===== config.mk =====
export PLATFORM = sky130hd
export DESIGN_NAME = div_seq
export DESIGN_NICKNAME = d
export VERILOG_FILES = /design/src/rtl/div_seq.sv
export SDC_FILE = /design/constraint.sdc
export NUM_CORES = 1
export LEC_CHECK = 0
export CORE_ASPECT_RATIO = 1.4
export CORE_UTILIZATION = 43
export DETAILED_ROUTE_END_ITERATION = 8
export HOLD_SLACK_MARGIN = 0.1
export PLACE_DENSITY = 0.61
export SYNTH_ARGS = -nofsm -noshare
export SYNTH_HDL_FRONTEND = slang
export SYNTH_SLANG_ARGS = --single-unit

===== constraint.sdc =====
create_clock -name clk -period 4.1 [get_ports clk]
set_clock_uncertainty 0.15 [all_clocks]
set_input_delay 1.23 -clock clk [delete_from_list [all_inputs] [get_ports clk]]
set_output_delay 1.23 -clock clk [all_outputs]
set_load 0.05 [all_outputs]

===== src/rtl/div_seq.sv =====
`default_nettype none
// ============================================================================
// Module      : div_seq
// Description : Multi-cycle restoring divider (signed/unsigned) with
//               divide-by-zero shortcut, annul and start/consume handshake.
// Revision    : 1.0
// ============================================================================
module div_seq #(
    parameter int WIDTH = 32,
    parameter int CNT_W = 6
) (
    input  logic                 clk,
    input  logic                 rst,
    input  logic                 signed_div,
    input  logic [WIDTH-1:0]     opdata1,
    input  logic [WIDTH-1:0]     opdata2,
    input  logic                 start,
    input  logic                 annul,
    output logic [2*WIDTH-1:0]   result,
    output logic                 ready,
    output logic                 busy
);

    typedef enum logic [1:0] {
        FREE   = 2'd0,
        BYZERO = 2'd1,
        ON     = 2'd2,
        END    = 2'd3
    } state_t;

    localparam logic [CNT_W-1:0] c_last_cnt = CNT_W'(WIDTH);

    state_t               state_q,  state_d;
    logic [CNT_W-1:0]     cnt_q,    cnt_d;
    logic [WIDTH-1:0]     rem_q,    rem_d;
    logic [WIDTH-1:0]     quo_q,    quo_d;
    logic [WIDTH-1:0]     dvs_q,    dvs_d;
    logic                 neg_quo_q, neg_quo_d;
    logic                 neg_rem_q, neg_rem_d;
    logic [2*WIDTH-1:0]   result_q, result_d;
    logic                 ready_q,  ready_d;

    logic [WIDTH:0]       w_trial;
    logic [WIDTH:0]       w_diff;
    logic                 w_ge;
    logic [WIDTH-1:0]     w_abs1;
    logic [WIDTH-1:0]     w_abs2;
    logic [WIDTH-1:0]     w_quo_fix;
    logic [WIDTH-1:0]     w_rem_fix;

    // Partial remainder stays below the divisor, so the WIDTH+1 bit
    // difference has its top bit set exactly when the trial is too small.
    assign w_trial   = {rem_q, quo_q[WIDTH-1]};
    assign w_diff    = w_trial - {1'b0, dvs_q};
    assign w_ge      = ~w_diff[WIDTH];

    assign w_abs1    = (signed_div && opdata1[WIDTH-1]) ? -opdata1 : opdata1;
    assign w_abs2    = (signed_div && opdata2[WIDTH-1]) ? -opdata2 : opdata2;
    assign w_quo_fix = neg_quo_q ? -quo_q : quo_q;
    assign w_rem_fix = neg_rem_q ? -rem_q : rem_q;

    always_comb begin
        state_d   = state_q;
        cnt_d     = cnt_q;
        rem_d     = rem_q;
        quo_d     = quo_q;
        dvs_d     = dvs_q;
        neg_quo_d = neg_quo_q;
        neg_rem_d = neg_rem_q;
        result_d  = result_q;
        ready_d   = ready_q;

        case (state_q)
            FREE: begin
                result_d = '0;
                ready_d  = 1'b0;
                if (start && !annul) begin
                    if (opdata2 == '0) begin
                        state_d = BYZERO;
                    end else begin
                        state_d   = ON;
                        cnt_d     = '0;
                        rem_d     = '0;
                        quo_d     = w_abs1;
                        dvs_d     = w_abs2;
                        neg_quo_d = signed_div & (opdata1[WIDTH-1] ^ opdata2[WIDTH-1]);
                        neg_rem_d = signed_div & opdata1[WIDTH-1];
                    end
                end
            end
            BYZERO: begin
                result_d = '0;
                if (annul) begin
                    state_d = FREE;
                    ready_d = 1'b0;
                end else begin
                    state_d = END;
                    ready_d = 1'b1;
                end
            end
            ON: begin
                if (annul) begin
                    state_d  = FREE;
                    result_d = '0;
                    ready_d  = 1'b0;
                end else if (cnt_q == c_last_cnt) begin
                    state_d  = END;
                    result_d = {w_rem_fix, w_quo_fix};
                    ready_d  = 1'b1;
                end else begin
                    rem_d = w_ge ? w_diff[WIDTH-1:0] : w_trial[WIDTH-1:0];
                    quo_d = {quo_q[WIDTH-2:0], w_ge};
                    cnt_d = cnt_q + CNT_W'(1);
                end
            end
            END: begin
                if (!start) begin
                    state_d  = FREE;
                    result_d = '0;
                    ready_d  = 1'b0;
                end
            end
            default: begin
                state_d  = FREE;
                result_d = '0;
                ready_d  = 1'b0;
            end
        endcase
    end

    always_ff @(posedge clk or negedge rst) begin
        if (!rst) begin
            state_q   <= FREE;
            cnt_q     <= '0;
            rem_q     <= '0;
            quo_q     <= '0;
            dvs_q     <= '0;
            neg_quo_q <= 1'b0;
            neg_rem_q <= 1'b0;
            result_q  <= '0;
            ready_q   <= 1'b0;
        end else begin
            state_q   <= state_d;
            cnt_q     <= cnt_d;
            rem_q     <= rem_d;
            quo_q     <= quo_d;
            dvs_q     <= dvs_d;
            neg_quo_q <= neg_quo_d;
            neg_rem_q <= neg_rem_d;
            result_q  <= result_d;
            ready_q   <= ready_d;
        end
    end

    assign result = result_q;
    assign ready  = ready_q;
    assign busy   = (state_q == BYZERO) || (state_q == ON);

endmodule
`default_nettype wire


# Word-level counts from Yosys, hierarchy flattened
# Index checks and enable logic that the tools add are counted.
op_classes:
  n_addsub: 6
  n_eq_ne: 10
  mux: 36
  bitwise: 5
  n_reduce_logical: 13
op_table:
  columns: ["operator", "count"]
  rows:
  - ["two-way mux 32 bit", 13]
  - ["two-way mux 64 bit", 3]
  - ["one-hot mux 64 bit (3 select lines)", 1]
  - ["negation 32 bit", 4]
  - ["one-hot mux 32 bit (2 select lines)", 2]
  - ["subtractor 33 x 32 -> 33 bit", 1]
  - ["zero test 32 bit", 1]
  - ["two-way mux 6 bit", 4]
  - ["two-way mux 2 bit", 6]
  - ["one-hot mux 6 bit (2 select lines)", 1]
  - ["!= test 2 bit (second input constant)", 5]
  - ["one-hot mux 2 bit (4 select lines)", 1]
  - ["adder 6 x 1 -> 6 bit (second input constant)", 1]
  - ["== test 6 bit (second input constant)", 1]
  - ["AND reduction 3 bit", 2]
  - ["AND reduction 5 bit", 1]
  - ["== test 2 bit (second input constant)", 2]
  - ["two-way mux 1 bit", 4]
  - ["one-hot mux 1 bit (4 select lines)", 1]
  - ["logical AND 1 bit", 3]
  - ["!= test 3 bit (second input constant)", 1]
  - ["bitwise AND 1 bit", 2]
  - ["== test 2 x 1 -> 1 bit (second input constant)", 1]
  - ["zero test 2 bit", 1]
  - ["other kinds (7)", 8]
word_totals:
  reg_bits: 171
  input_bits: 69
  out_inout_bits: 66

# Logic depth before layout (Yosys ltp)
# Gate-level depths: netlist (run 1).
logic_depth:
  depth_word: 5
  depth_mapped: 13
  depth_no_buf: 12

# Worst setup path after synthesis (run 1)
# Ideal clock, no wire load.
synth_timing:
  path_kind: "input port to flip-flop"
  start: "in opdata2[0]"
  end: "reg dvs_q[1]"
  setup_ns: 0.127
  arrival_ns: 3.262
  t_required_ns: 3.823
  slack_ns: 0.560
  stages: 11
  path_buffers: 2
  cell_sequence: "inv_1 > ha_1 > or4b_4 > or3_4 > nor4b_4 > nand3_2 > and3_4 > buf_6 > buf_6 > nor2_4 > a31oi_2"
synth_via:
  elab_chain_len: 3
synth_lines:
  columns: ["item", "line_no", "text"]
  rows:
  - ["start, declared", "16", "input logic [WIDTH-1:0] opdata2,"]
  - ["branches (longest 3 deep; another with negation 32 bit)", null, null]
  - ["end signal, assigned", "147", "dvs_q <= dvs_d;"]
  - ["end, declared", "37", "logic [WIDTH-1:0] dvs_q, dvs_d;"]
# Parallel ways; which one is timed is not known.
# A chain may end at the register's enable or synchronous reset.

# Final worst setup path (run 1)
layout_timing:
  start: "in opdata2[0]"
  end: "reg dvs_q[10]"
# The elaborated chain is that of the path after synthesis.

==> results.sh, run 1 <==
export IMPL_yosysUniqueCellTypes=79
export IMPL_grt_setup_unrepaired="false"
export IMPL_async_reset_ff_frac=1.00
export IMPL_min_period_over_period=0.943
export IMPL_placed_area_mm2=0.0137
export IMPL_htree_levels=4
export IMPL_cts_buffers=17
export IMPL_diodes=0
export IMPL_ys_warn_count=0
export IMPL_powerDensity_mw_per_mm2=825
export IMPL_setup_viol=0
export IMPL_grt_ovfl_total=0
export IMPL_timing_final_hold_violations=0
export IMPL_grt_pass1_wl_um=50100
export IMPL_synth_area_top_cells="dfrtp_1, o21ai_0, nand2_1"
export IMPL_clkSinkCount=171
export IMPL_syn_avg_cell_area_um2=8.40
export IMPL_p_comb_frac=0.601
export IMPL_dp_hpwl_um=23700
export IMPL_grt_start_max_net_pins=70
export IMPL_arrival_ns=4.02
export IMPL_pin_count=135
export IMPL_p_leak_nw=6.11
export IMPL_final_layout_size_suffix_gt1_frac=0.0941
export IMPL_ys_ff_latch=171
export IMPL_vias=10178
export IMPL_drt_initial_drc_count=535
export IMPL_die_x_um=141
export IMPL_cts_tree="yes"
export IMPL_cts_resized=0
export IMPL_crit_path_end_kind="flip-flop"
export IMPL_insertion_delay_ns=0.44
export IMPL_tightest_slew_ns=0.970
export IMPL_antenna_left=0
export IMPL_core_area_mm2=0.0267
export IMPL_p_sw_mw=5.59
export IMPL_yosysTopAreaCell="dfrtp_1"
export IMPL_p_sw_frac=0.475
export IMPL_p_clk_frac=0.138
export IMPL_status="completed"
export IMPL_final_setup_tns_ns=0
export IMPL_dieArea_mm2=0.0278
export IMPL_synthCells=1390
export IMPL_start_util=0.437
export IMPL_synth_main_ff_cell="dfrtp_1"
export IMPL_grt_antenna_before_repair=0
export IMPL_slew_headroom=0.353
export IMPL_dp_cells=1875
export IMPL_wirelength_um=30400
export IMPL_seq_power_share=0.261
export IMPL_internal_power_mw=6.17
export IMPL_cts_buffer_depth=2
export IMPL_num_rows=71
export IMPL_syn_to_final_growth_pct=22.1
export IMPL_synth_top_cell_area_share=0.367
export IMPL_hold_ws_ns=0.326
export IMPL_gp_congestion=0.903
export IMPL_die_height_um=197
export IMPL_nets=1640
export IMPL_hp_class="reg -> reg"
export IMPL_fin_cells=1906
export IMPL_port_buffers=134
export IMPL_path_clk_slew_ns=0.06
export IMPL_drv_slew=0
export IMPL_syn_cell_area_mm2=0.0117
export IMPL_grt_pass1_vias=10026
export IMPL_synth_fp_nets=1501
export IMPL_fin_crit_ns=3.87
export IMPL_max_freq_mhz=259
export IMPL_peakVddDrop_v=0.000334
export IMPL_cap_violations=0
export IMPL_yosysSeqAreaShare=0.367
export IMPL_drc=0
export IMPL_cp_start_kind="primary input"
export IMPL_total_power_mw=11.8
export IMPL_required_ns=4.25
export IMPL_track_usage=0.229
export IMPL_cts_setup_buffers=0
export IMPL_vias_per_cell=5.34
export IMPL_post_route_cell_area_mm2=0.0143
export IMPL_firstDrtPassIters=6
export IMPL_cts_hold_buf=0
export IMPL_critical_path_max_fanout=50
export IMPL_crit_type="in -> reg"
export IMPL_synth_edf_count=0
export IMPL_cts_root_buf="clkbuf_16"
export IMPL_wire_per_inst_um=15.9
-- layout make-up --
| class | count | area, µm² |
|---|---|---|
| Clock buffer | 25 | 505 |
| Inverter | 53 | 199 |
| Sequential cell | 171 | 4280 |
| Timing Repair Buffer | 192 | 1900 |
| Fill cell | 2576 | 12500 |
| Tap cell | 365 | 457 |
| Multi-Input combinational cell | 1094 | 6830 |
| Clock inverter | 6 | 85.1 |
-- power by group through the flow --
stage / registers [mW] / logic [mW] / clock network (mW)
6_report: 3.07 / 7.07 / 1.63
3_3_place_gp: 3.07 / 7.03 / 0
3_5_place_dp: 3.09 / 7.11 / 0
5_1_grt: 3.18 / 7.86 / 1.73
2_1_floorplan: 3.36 / 4.95 / 0
4_1_cts: 3.07 / 7.14 / 1.66
-- cells in the final DEF (no fill, tap or decap), types with 4 or more instances in the layout --
master and instances:
o21bai_1 5, a21oi_1 106, mux2i_1 24, o21ai_0 181
o211ai_1 6, nand4_1 8, xnor2_1 68, or3_1 11
buf_4 48, ha_1 40, a31oi_1 9, nor4_1 9
nand2b_1 13, clkbuf_8 5, nor2b_1 5, o41ai_1 9
nor3_1 19, o21ai_1 11, clkbuf_16 17, and3_1 6
nand2_1 228, o31ai_1 24, o21ai_2 24, and2_1 5
nor2_1 82, dfrtp_1 171, clkdlybuf4s50_1 133, nor3_2 4
or4_1 18, buf_12 10, a21o_1 15, xor2_1 77
inv_1 53, nand3_1 22, a221oi_1 5
-- critical path, cell delays in order --
cell and delay [ns]:
clkdlybuf4s50_1 0.41, inv_1 0.09, ha_1 0.17, or4b_4 0.47, buf_4 0.15, or3_4 0.35
nor4b_4 0.36, nand3_2 0.13, and3_4 0.39, nand2_1 0.17, o21ai_2 0.06
-- path summary, 6_finish.rpt --
path / startpoint / to / slack, ns / cells after the start
worst max-delay path: opdata2[0] / dvs_q[10] / 0.23 / 11
worst min-delay path: result[9] / result[9] / 0.33 / 2
worst max register to register: rem_q[0] / rem_q[30] / 0.61 / 11
worst min register to register: result[9] / result[9] / 0.33 / 2
max in group asynchronous: rst / rem_q[20] / 2.33 / 2
min in group asynchronous: rst / quo_q[8] / 0.64 / 1
-- cell families (layout without fill, tap and decap cells) --
kind of cell,after synthesis,count (layout),share of synthesized area
buf+inv,125,276,0.0499
fa+ha+maj,42,42,0.0457
flops,171,171,0.367
compound gates,426,426,0.220
simple gates,453,453,0.183
xor+xnor,147,147,0.113
mux,26,26,0.0225
-- Yosys cell counts, drive strengths merged, types with 15 or more instances --
| library cell | instances |
|---|---|
| a21o | 15 |
| a21oi | 107 |
| buf | 31 |
| clkbuf | 41 |
| dfrtp | 171 |
| ha | 41 |
| inv | 53 |
| mux2i | 24 |
| nand2 | 229 |
| nand2b | 15 |
| nand3 | 24 |
| nor2 | 83 |
| nor3 | 23 |
| o21ai | 218 |
| o31ai | 25 |
| or4 | 20 |
| xnor2 | 69 |
| xor2 | 78 |
-- per-layer routing --
layer	global-route usage	wire [µm]
met5	0	0
met4	0.0906	845
met3	0.0265	923
met2	0.412	15500
met1	0.275	13100
-- registers in the layout, indices dropped and copies added, names as in the netlist --
name / cells
result: 64
ready: 1
neg_rem_q: 1
quo_q: 32
rem_q: 32
neg_quo_q: 1
dvs_q: 32
state_q: 2
cnt_q: 6
-- stage by stage --
stage               utilization  worst slack (ns)
CTS                       0.533             0.251
finish                    0.533             0.235
global route              0.533             0.100
global placement          0.511            -0.131
floorplan                     -             0.560
detailed placement        0.511            -0.200
No activity file was read; power rests on OpenSTA's default activity.
==> inputs of run 2 (changes only) <==
--- a/config.mk
+++ b/config.mk
@@ -9,7 +9,9 @@
 export CORE_UTILIZATION = 43
 export DETAILED_ROUTE_END_ITERATION = 8
 export HOLD_SLACK_MARGIN = 0.1
+export MAX_ROUTING_LAYER = met4
 export PLACE_DENSITY = 0.61
+export SKIP_LAST_GASP = 1
 export SYNTH_ARGS = -nofsm -noshare
 export SYNTH_HDL_FRONTEND = slang
 export SYNTH_SLANG_ARGS = --single-unit
==> run 2 against run 1 <==
Effect of this change:
- core utilization is 0.22 points lower
- sequential share of layout area rose by 0.12 points
- setup slack gained 0.048 ns
- clock power fell by 5%
- critical path type unchanged
- highest routed layer unchanged
==> results.sh, run 2 (synthesis gave the netlist of run 1 again) <==
export IMPL_wire_per_inst_um=15.7
export IMPL_max_freq_mhz=262
export IMPL_cap_violations=0
export IMPL_crit_path_end_kind="flip-flop"
export IMPL_core_area_mm2=0.0267
export IMPL_ff2ff_path_depth=12
export IMPL_gp_congestion=0.932
export IMPL_insertion_delay_ns=0.44
export IMPL_firstDrtPassIters=5
export IMPL_powerDensity_mw_per_mm2=823
export IMPL_cp_slowest_cell="or4b_4"
export IMPL_cp_slowest_stage_delay_ns=0.47
export IMPL_area_sequential_mm2=0.00428
export IMPL_drv_slew=0
export IMPL_setup_viol=0
export IMPL_fin_crit_ns=3.82
export IMPL_final_layout_size_suffix_gt1_frac=0.0917
export IMPL_num_rows=71
export IMPL_dieArea_mm2=0.0278
export IMPL_track_usage=0.236
export IMPL_regToRegSetupSlack_ns=0.47
export IMPL_grt_ovfl_total=0
export IMPL_drc=0
export IMPL_cts_tree="yes"
export IMPL_crit_chain="clkdlybuf4s50_1, inv_1, ha_1, or4b_4, buf_4, or3_4, nor4b_4, nand3_2, and3_4, nand2_1, o21ai_2"
export IMPL_hold_depth=2
export IMPL_clkSinkCount=171
export IMPL_diodes=0
export IMPL_grt_pass1_wl_um=50300
export IMPL_tightest_slew_ns=0.951
export IMPL_critical_path_max_fanout=50
export IMPL_cts_buffer_depth=2
export IMPL_fin_cells=1902
export IMPL_grt_setup_unrepaired="false"
export IMPL_final_setup_tns_ns=0
export IMPL_final_common_cell="nand2_1"
export IMPL_crit_type="in -> reg"
export IMPL_grt_pass1_vias=10141
export IMPL_layout_common_cells="nand2_1, o21ai_0, dfrtp_1"
export IMPL_grt_start_max_net_pins=84
export IMPL_timing_final_hold_violations=0
export IMPL_path_delay_family="simple AND/OR/NAND/NOR gates"
export IMPL_critPathLaunch="opdata2[0]"
export IMPL_cp_num_buf_inv=3
export IMPL_path_clk_slew_ns=0.06
export IMPL_arrival_ns=3.97
export IMPL_cts_hold_buf=0
export IMPL_start_util=0.437
export IMPL_antenna_left=0
export IMPL_p_leak_nw=6.07
export IMPL_grt_antenna_before_repair=0
export IMPL_multiInputGateArea_mm2=0.00683
export IMPL_required_ns=4.25
export IMPL_die_height_um=197
export IMPL_slew_headroom=0.366
export IMPL_dp_cells=1873
export IMPL_hold_path_endpoint="result[35]"
export IMPL_syn_to_final_growth_pct=21.6
export IMPL_dp_hpwl_um=23600
export IMPL_hp_start="result[35]"
export IMPL_largest_reg_flops=64
export IMPL_vias_per_cell=5.31
export IMPL_cp_start_kind="primary input"
export IMPL_pin_count=135
export IMPL_r2r_end="rem_q[26]"
export IMPL_die_x_um=141
export IMPL_status="completed"
export IMPL_wirelength_um=30000
export IMPL_vias=10091
export IMPL_total_power_mw=11.7
export IMPL_cts_buffers=17
export IMPL_cts_resized=0
export IMPL_nets=1638
export IMPL_port_buffers=134
export IMPL_hp_class="reg -> reg"
export IMPL_drt_initial_drc_count=411
export IMPL_cts_setup_buffers=0
export IMPL_peakVddDrop_v=0.000347
export IMPL_min_period_over_period=0.931
export IMPL_htree_levels=4
export IMPL_r2r_start="rem_q[0]"
export IMPL_cts_root_buf="clkbuf_16"
export IMPL_num_fill_cells=2583
run 2: changes by cell type in the layout (fill, tap and decap cells not counted), sizes merged:
cell	change
buf	-2
clkbuf	-4
clkinv	+1
clkinvlp	+1
run 2: worst max path at each step:
stage                endpoint  cells past startpoint  slack, ns
floorplan            dvs_q[1]                     11       0.56
global placement     dvs_q[1]                     11      -0.12
detailed placement  dvs_q[28]                     11      -0.18
CTS                 rem_q[19]                     12       0.27
global route        rem_q[19]                     12       0.08
finish               dvs_q[3]                     11       0.28
run 2: power by group:
group	leakage [nW]	switching [mW]	total [mW]	internal [mW]
combinational	3.55	4.18	7.07	2.89
sequential	2.26	0.756	3.06	2.31
clock	0.261	0.653	1.55	0.898
run 2: routing by layer:
| metal | track usage | routed length [µm] | vias to the layer above |
|---|---|---|---|
| met2 | 0.418 | 15400 | 195 |
| met5 | - | 0 | - |
| met3 | 0.0289 | 923 | 44 |
| li1 | - | - | 5136 |
| met1 | 0.273 | 12900 | 4716 |
| met4 | 0.0825 | 690 | 0 |
run 2: per-stage QoR:
step                      hold WS, ns   util  setup WS (ns)  cell area, µm²
after floorplan                 0.300      -          0.560           11700
after global placement          0.310  0.511         -0.120           13700
after detailed placement        0.319  0.511         -0.179           13700
after CTS                       0.333  0.531          0.275           14200
after global routing            0.346  0.531         0.0774           14200
final                           0.323  0.531          0.283           14200
run 2: layout make-up:
class	count	area share
Sequential cell	171	0.301
Multi-Input combinational cell	1094	0.481
Clock inverter	8	0.00687
Timing Repair Buffer	190	0.133
Tap cell	365	0.0322
Clock buffer	21	0.0317
Inverter	53	0.0140
run 2: worst reg2reg max path: stages, from the launching register on:
cell and delay (ns):
dfrtp_1 0.46, inv_1 0.16, fa_1 0.48, nand2b_1 0.18, a21oi_1 0.26, o211ai_1 0.22, nand2_1 0.17, o22ai_2 0.16
o21ai_4 0.34, xor2_4 0.36, buf_12 0.24, nand2_1 0.14, o221ai_1 0.25
